<file path="src/rtl/ram8x8_ctrl_if.sv">
// ram8x8_ctrl_if: bundles the command handshake and the RAM port of the
// ram8x8 sequencer.
//   command side : req, cmd, addr, wdata -> ack, err, rdata, busy
//   RAM side     : ram_a, ram_entrada, ram_rw -> ram_s
// The slave modport is the controller's view. The master modport is the
// environment's view: the requester together with the RAM it drives.
interface ram8x8_ctrl_if #(
  parameter int ADDR_W = 3,
  parameter int DATA_W = 8
);
  logic              req;
  logic [1:0]        cmd;
  logic [ADDR_W-1:0] addr;
  logic [DATA_W-1:0] wdata;
  logic              ack;
  logic              err;
  logic [DATA_W-1:0] rdata;
  logic              busy;
  logic [ADDR_W-1:0] ram_a;
  logic [DATA_W-1:0] ram_entrada;
  logic              ram_rw;
  logic [DATA_W-1:0] ram_s;

  modport slave (
    input  req, cmd, addr, wdata, ram_s,
    output ack, err, rdata, busy, ram_a, ram_entrada, ram_rw
  );

  modport master (
    output req, cmd, addr, wdata, ram_s,
    input  ack, err, rdata, busy, ram_a, ram_entrada, ram_rw
  );
endinterface

</file>
<file path="src/rtl/ram8x8_ctrl.sv">
// ram8x8_ctrl: turns single-cycle read/write/fill commands into timed RAM
// cycles on an 8x8 RAM port.
//   clk   : system clock, rising edge
//   clear : asynchronous active-low reset
//   bus   : ram8x8_ctrl_if.slave
//           (command handshake req/cmd/addr/wdata -> ack/err/rdata/busy,
//            RAM port ram_a/ram_entrada/ram_rw <- ram_s)
// cmd: 00 read, 01 write, 10 fill (mem[k] = wdata + k for all k), 11 reserved.
module ram8x8_ctrl #(
  parameter int ADDR_W = 3,
  parameter int DATA_W = 8
) (
  input  logic         clk,
  input  logic         clear,
  ram8x8_ctrl_if.slave bus
);

  localparam logic [1:0] CMD_RD   = 2'b00;
  localparam logic [1:0] CMD_WR   = 2'b01;
  localparam logic [1:0] CMD_FILL = 2'b10;
  localparam logic [1:0] CMD_RSV  = 2'b11;
  localparam logic [ADDR_W-1:0] K_LAST = '1;

  typedef enum logic [2:0] {
    IDLE, W_SETUP, W_STROBE, W_HOLD, R_ADDR, R_SAMPLE, DONE
  } state_e;

  state_e            state_q, state_d;
  logic [1:0]        cmd_q, cmd_d;
  logic [DATA_W-1:0] wdata_q, wdata_d;
  logic [ADDR_W-1:0] k_q, k_d;
  logic [ADDR_W-1:0] ram_a_q, ram_a_d;
  logic [DATA_W-1:0] ram_wd_q, ram_wd_d;
  logic [DATA_W-1:0] rdata_q, rdata_d;
  logic [ADDR_W-1:0] k_nxt;

  assign k_nxt = k_q + 1'b1;

  always_ff @(posedge clk or negedge clear) begin
    if (!clear) begin
      state_q  <= IDLE;
      cmd_q    <= CMD_RD;
      wdata_q  <= '0;
      k_q      <= '0;
      ram_a_q  <= '0;
      ram_wd_q <= '0;
      rdata_q  <= '0;
    end else begin
      state_q  <= state_d;
      cmd_q    <= cmd_d;
      wdata_q  <= wdata_d;
      k_q      <= k_d;
      ram_a_q  <= ram_a_d;
      ram_wd_q <= ram_wd_d;
      rdata_q  <= rdata_d;
    end
  end

  // RAM address/data registers are loaded only on the transition into
  // W_SETUP or R_ADDR, so they are stable for the whole strobe window.
  always_comb begin
    state_d  = state_q;
    cmd_d    = cmd_q;
    wdata_d  = wdata_q;
    k_d      = k_q;
    ram_a_d  = ram_a_q;
    ram_wd_d = ram_wd_q;
    rdata_d  = rdata_q;
    case (state_q)
      IDLE: begin
        if (bus.req) begin
          cmd_d   = bus.cmd;
          wdata_d = bus.wdata;
          case (bus.cmd)
            CMD_RD: begin
              ram_a_d = bus.addr;
              state_d = R_ADDR;
            end
            CMD_WR: begin
              ram_a_d  = bus.addr;
              ram_wd_d = bus.wdata;
              state_d  = W_SETUP;
            end
            CMD_FILL: begin
              k_d      = '0;
              ram_a_d  = '0;
              ram_wd_d = bus.wdata;
              state_d  = W_SETUP;
            end
            default: state_d = DONE;
          endcase
        end
      end
      W_SETUP:  state_d = W_STROBE;
      W_STROBE: state_d = W_HOLD;
      W_HOLD: begin
        // Fill walks k up to the last address and then stops; no wrap.
        if (cmd_q == CMD_FILL && k_q != K_LAST) begin
          k_d      = k_nxt;
          ram_a_d  = k_nxt;
          ram_wd_d = wdata_q + DATA_W'(k_nxt);
          state_d  = W_SETUP;
        end else begin
          state_d = DONE;
        end
      end
      R_ADDR: state_d = R_SAMPLE;
      R_SAMPLE: begin
        rdata_d = bus.ram_s;
        state_d = DONE;
      end
      DONE:    state_d = IDLE;
      default: state_d = IDLE;
    endcase
  end

  // Strobe and handshake outputs decode straight off the state register so
  // an asynchronous reset drops them without waiting for a clock edge.
  assign bus.ack         = (state_q == DONE);
  assign bus.err         = (state_q == DONE) && (cmd_q == CMD_RSV);
  assign bus.busy        = (state_q != IDLE);
  assign bus.ram_rw      = (state_q == W_STROBE);
  assign bus.ram_a       = ram_a_q;
  assign bus.ram_entrada = ram_wd_q;
  assign bus.rdata       = rdata_q;

endmodule

</file>
<file path="src/flat_wrapper.sv">
// flat-port wrapper written by rule: the top's interface ports become plain ports
module ram8x8_ctrl_flat 
#(
  parameter int ADDR_W = 3,
  parameter int DATA_W = 8
)
  (clk, clear, bus_req, bus_cmd, bus_addr, bus_wdata, bus_ram_s, bus_ack, bus_err, bus_rdata, bus_busy, bus_ram_a, bus_ram_entrada, bus_ram_rw);
  ram8x8_ctrl_if #(.ADDR_W(ADDR_W), .DATA_W(DATA_W)) bus_i ();
  input  logic clk;
  input  logic clear;
  input wire logic [$bits(bus_i.req)-1:0] bus_req;
  input wire logic [$bits(bus_i.cmd)-1:0] bus_cmd;
  input wire logic [$bits(bus_i.addr)-1:0] bus_addr;
  input wire logic [$bits(bus_i.wdata)-1:0] bus_wdata;
  input wire logic [$bits(bus_i.ram_s)-1:0] bus_ram_s;
  output wire logic [$bits(bus_i.ack)-1:0] bus_ack;
  output wire logic [$bits(bus_i.err)-1:0] bus_err;
  output wire logic [$bits(bus_i.rdata)-1:0] bus_rdata;
  output wire logic [$bits(bus_i.busy)-1:0] bus_busy;
  output wire logic [$bits(bus_i.ram_a)-1:0] bus_ram_a;
  output wire logic [$bits(bus_i.ram_entrada)-1:0] bus_ram_entrada;
  output wire logic [$bits(bus_i.ram_rw)-1:0] bus_ram_rw;
  assign bus_i.req = bus_req;
  assign bus_i.cmd = bus_cmd;
  assign bus_i.addr = bus_addr;
  assign bus_i.wdata = bus_wdata;
  assign bus_i.ram_s = bus_ram_s;
  assign bus_ack = bus_i.ack;
  assign bus_err = bus_i.err;
  assign bus_rdata = bus_i.rdata;
  assign bus_busy = bus_i.busy;
  assign bus_ram_a = bus_i.ram_a;
  assign bus_ram_entrada = bus_i.ram_entrada;
  assign bus_ram_rw = bus_i.ram_rw;
  ram8x8_ctrl #(.ADDR_W(ADDR_W), .DATA_W(DATA_W)) u_core (.clk(clk), .clear(clear), .bus(bus_i));
endmodule
</file>
<file path="config.mk">
export PLATFORM = sky130hd
export DESIGN_NAME = ram8x8_ctrl_flat
export DESIGN_NICKNAME = d
export VERILOG_FILES = /design/src/rtl/ram8x8_ctrl_if.sv /design/src/rtl/ram8x8_ctrl.sv /design/src/flat_wrapper.sv
export SDC_FILE = /design/constraint.sdc
export NUM_CORES = 1
export LEC_CHECK = 0
export ABC_AREA = 1
export CAP_MARGIN = 20
export CORE_MARGIN = 2
export CORE_UTILIZATION = 31
export DETAILED_ROUTE_END_ITERATION = 16
export GPL_ROUTABILITY_DRIVEN = 0
export RECOVER_POWER = 50
export SLEW_MARGIN = 10
export SYNTH_ARGS = -nofsm -noshare
export SYNTH_HDL_FRONTEND = slang
export SYNTH_SLANG_ARGS = --single-unit
export TNS_END_PERCENT = 100
</file>
<file path="constraint.sdc">
create_clock -name clk -period 2.2 [get_ports clk]
set_clock_uncertainty 0.05 [all_clocks]
set_input_delay 0.44 -clock clk [delete_from_list [all_inputs] [get_ports clk]]
set_output_delay 0.44 -clock clk [all_outputs]
set_load 0.03 [all_outputs]
</file>
==> reports/qor.yml <==
final_nets: 315
fillers: 603
syn_to_final_growth_pct: 32.0
core_area_um2: 5990
cts_tree: "yes"
r2r_cells: 9
rows: 28
setup_tns_ns: 0
cts_buffer_depth: 2
critPathKind: "flip-flop to flip-flop"
fin_crit_ns: 2.01
yosysWarnings: 0
ys_top_cells_by_area: "dfrtp_1, nand2_1, nand3_1"
dpl.hpwl_um: 3400
setup_viol: 0
drt_iter0_markers: 87
worstPathCellList: "ha_1, ha_1, ha_1, or2_2, nand3_1, nand2_1, nand3_1, nand2_1, nand2_1"
grt-ovfl-total: 0
reg2reg_from: "u_core.k_q[0]"
layout-drive-gt1-share_pct: 14.8
hold_depth: 2
track_usage_pct: 13.6
syn-num-nets: 261
r2r-end: "u_core.bus.ram_entrada[5]"
antenna_found_initial: 0
vias: 1670
grt_max_degree: 36
final_cell_mix: "nand2_1, clkdlybuf4s50_1, dfrtp_1, nand3_1, inv_1"
rsz0062_at_grt: "no"
diodes: 0
syn_area_per_cell_um2: 8.53
report.final.slew_viol_count: 0
syn-cell-area_um2: 1940
synth_seq_cells: 35
final_common_cell: "nand2_1"
portBuffers: 46
slew_headroom_pct: 41.3
cts_max_level: 2
crit_arrival_ns: 2.19
path_buf_inv: 0
finalWirelength_um: 4390
vdd.ir_drop.worst_uv: 547
syn_inst: 228
grt_first_pass_wirelength_um: 7600
maxCapViolCount: 0
p_per_area_nw_per_um2: 1330
clock-root-buffer: "clkbuf_8"
regArea_um2: 876
clkSinkCount: 35
critPathCaptureType: "flip-flop"
dp_slack_ns: 0.0896
postCtsSetupBuffers: 0
drc: 0
hold_start: "u_core.bus.ram_a[0]"
critPathRequiredTime_ns: 2.38
cp-start-kind: "flip-flop"
final_cells: 358
viasPerCell: 4.66
postRouteAntennaNets: 0
initial_core_util_pct: 32.5
hold_violations: 0
crit_family: "adder cells"
ios: 47
holdPathEnd: "u_core.bus.ram_a[0]"
fin_crit_sh_pct: 91.6
wl_per_cell_um: 12.3
dieHeight_um: 83.2
power_leakage_nw: 1.26
grt_pass1_vias: 1624
reg2reg_setup_slack_ns: 0.19
synth_cell_types: 25
status: "finished, final reports clean"
ys_seq_area_share_pct: 45.0
fin_ws_ns: 0.185
clkTransAtPathRegs_ns: 0.07
cts_buffers: 5
multiInputGateArea_um2: 922
critPathMaxStageDelay_ns: 0.42
synth_top_area_share_pct: 45.0
die-area_um2: 6920
clk_latency_ns: 0.29
max_freq_mhz: 496
path_max_fanout: 5
synth.largest_area_cell: "dfrtp_1"
worst_path_max_delay_cell: "dfrtp_1"
worst_pin_slew_ns: 0.881
die_width_um: 83.2
dp.cells: 350
firstDrtPassIters: 4
hold_path_class: "flip-flop to flip-flop"
tightest hold or removal path, cell delays in order (launching register included):
cell and delay [ns]:
dfrtp_1 0.34, nand2_1 0.05, nand2_1 0.05
cell usage after synthesis (all sizes together):
library cell and n:
nand2 69, dfrtp 35, nand3 27, inv 24
nor2 17, o21ai 16, a21oi 8, ha 8
mux2 8, buf 5, or2 4, nand4 3
a31oi 1, fa 1, nand3b 1, nor3 1
cell families (layout without fill, tap and decap cells):
group / after synthesis / count (layout) / synth area share (%)
mux: 8 / 8 / 4.63
buf+inv: 29 / 84 / 7.21
simple gates: 122 / 122 / 28.5
flops: 35 / 35 / 45.0
compound gates: 25 / 25 / 8.43
fa+ha+maj: 9 / 9 / 6.18
through the flow:
step / hold WS [ns] / power, mW / area, um^2 / util (%)
6_report: 0.429 / 3.41 / 2570 / 42.8
5_1_grt: 0.457 / 3.70 / 2570 / 42.8
4_1_cts: 0.436 / 3.49 / 2580 / 43.0
3_5_place_dp: 0.419 / 3.03 / 2500 / 41.7
3_3_place_gp: 0.412 / 3.01 / 2500 / 41.7
2_1_floorplan: 0.0944 / 2.37 / 1950 / -
final cells by class:
cell class / count / area share (%)
clock buffer: 5 / 2.68
clock inverter: 3 / 0.585
inverter: 24 / 3.51
multi-input combinational: 164 / 35.9
sequential: 35 / 34.1
tap: 75 / 3.66
timing repair buffer: 52 / 19.5
per-layer routing:
metal / share of wire (%) / global-route usage (%) / routed length (um)
met2: 44 / 20.7 / 1920
met5: 0 / 0 / 0
met1: 51 / 18.7 / 2220
met4: 0.77 / 3.13 / 34
met3: 4.9 / 4.47 / 215
worst max-delay path by stage:
| stage | start | endpoint | slack (ns) | cells past startpoint |
|---|---|---|---|---|
| 2_1_floorplan | u_core.state_q[2] | bus_err | 0.15 | 4 |
| 5_1_grt | u_core.k_q[0] | u_core.bus.ram_entrada[6] | 0.04 | 10 |
| 3_3_place_gp | bus_cmd[0] | u_core.bus.ram_entrada[5] | 0.12 | 10 |
| 4_1_cts | u_core.state_q[0] | bus_ram_rw | 0.008 | 4 |
| 6_report | u_core.k_q[0] | u_core.bus.ram_entrada[5] | 0.19 | 9 |
| 3_5_place_dp | bus_cmd[0] | u_core.bus.ram_entrada[5] | 0.09 | 10 |
repair_timing:
item | CTS | global route
hold endpoints to repair | 0 | 0
hold buffers | 0 | 0
gates resized for setup | 1 | 2
setup endpoints to repair | 1 | 2
registers in the layout (all words and copies together) (netlist names):
signal	flops
u_core.bus.rdata	8
u_core.bus.ram_a	3
u_core.k_q	3
u_core.bus.ram_entrada	8
u_core.cmd_q	2
u_core.state_q	3
u_core.wdata_q	8
report_power, final:
group / switching (mW) / internal, mW / leakage (nW)
combinational: 1.08 / 0.750 / 0.785
sequential: 0.191 / 0.935 / 0.428
clock: 0.237 / 0.217 / 0.0477
total: 1.51 / 1.90 / 1.26
(Power assumes the default switching activity.)
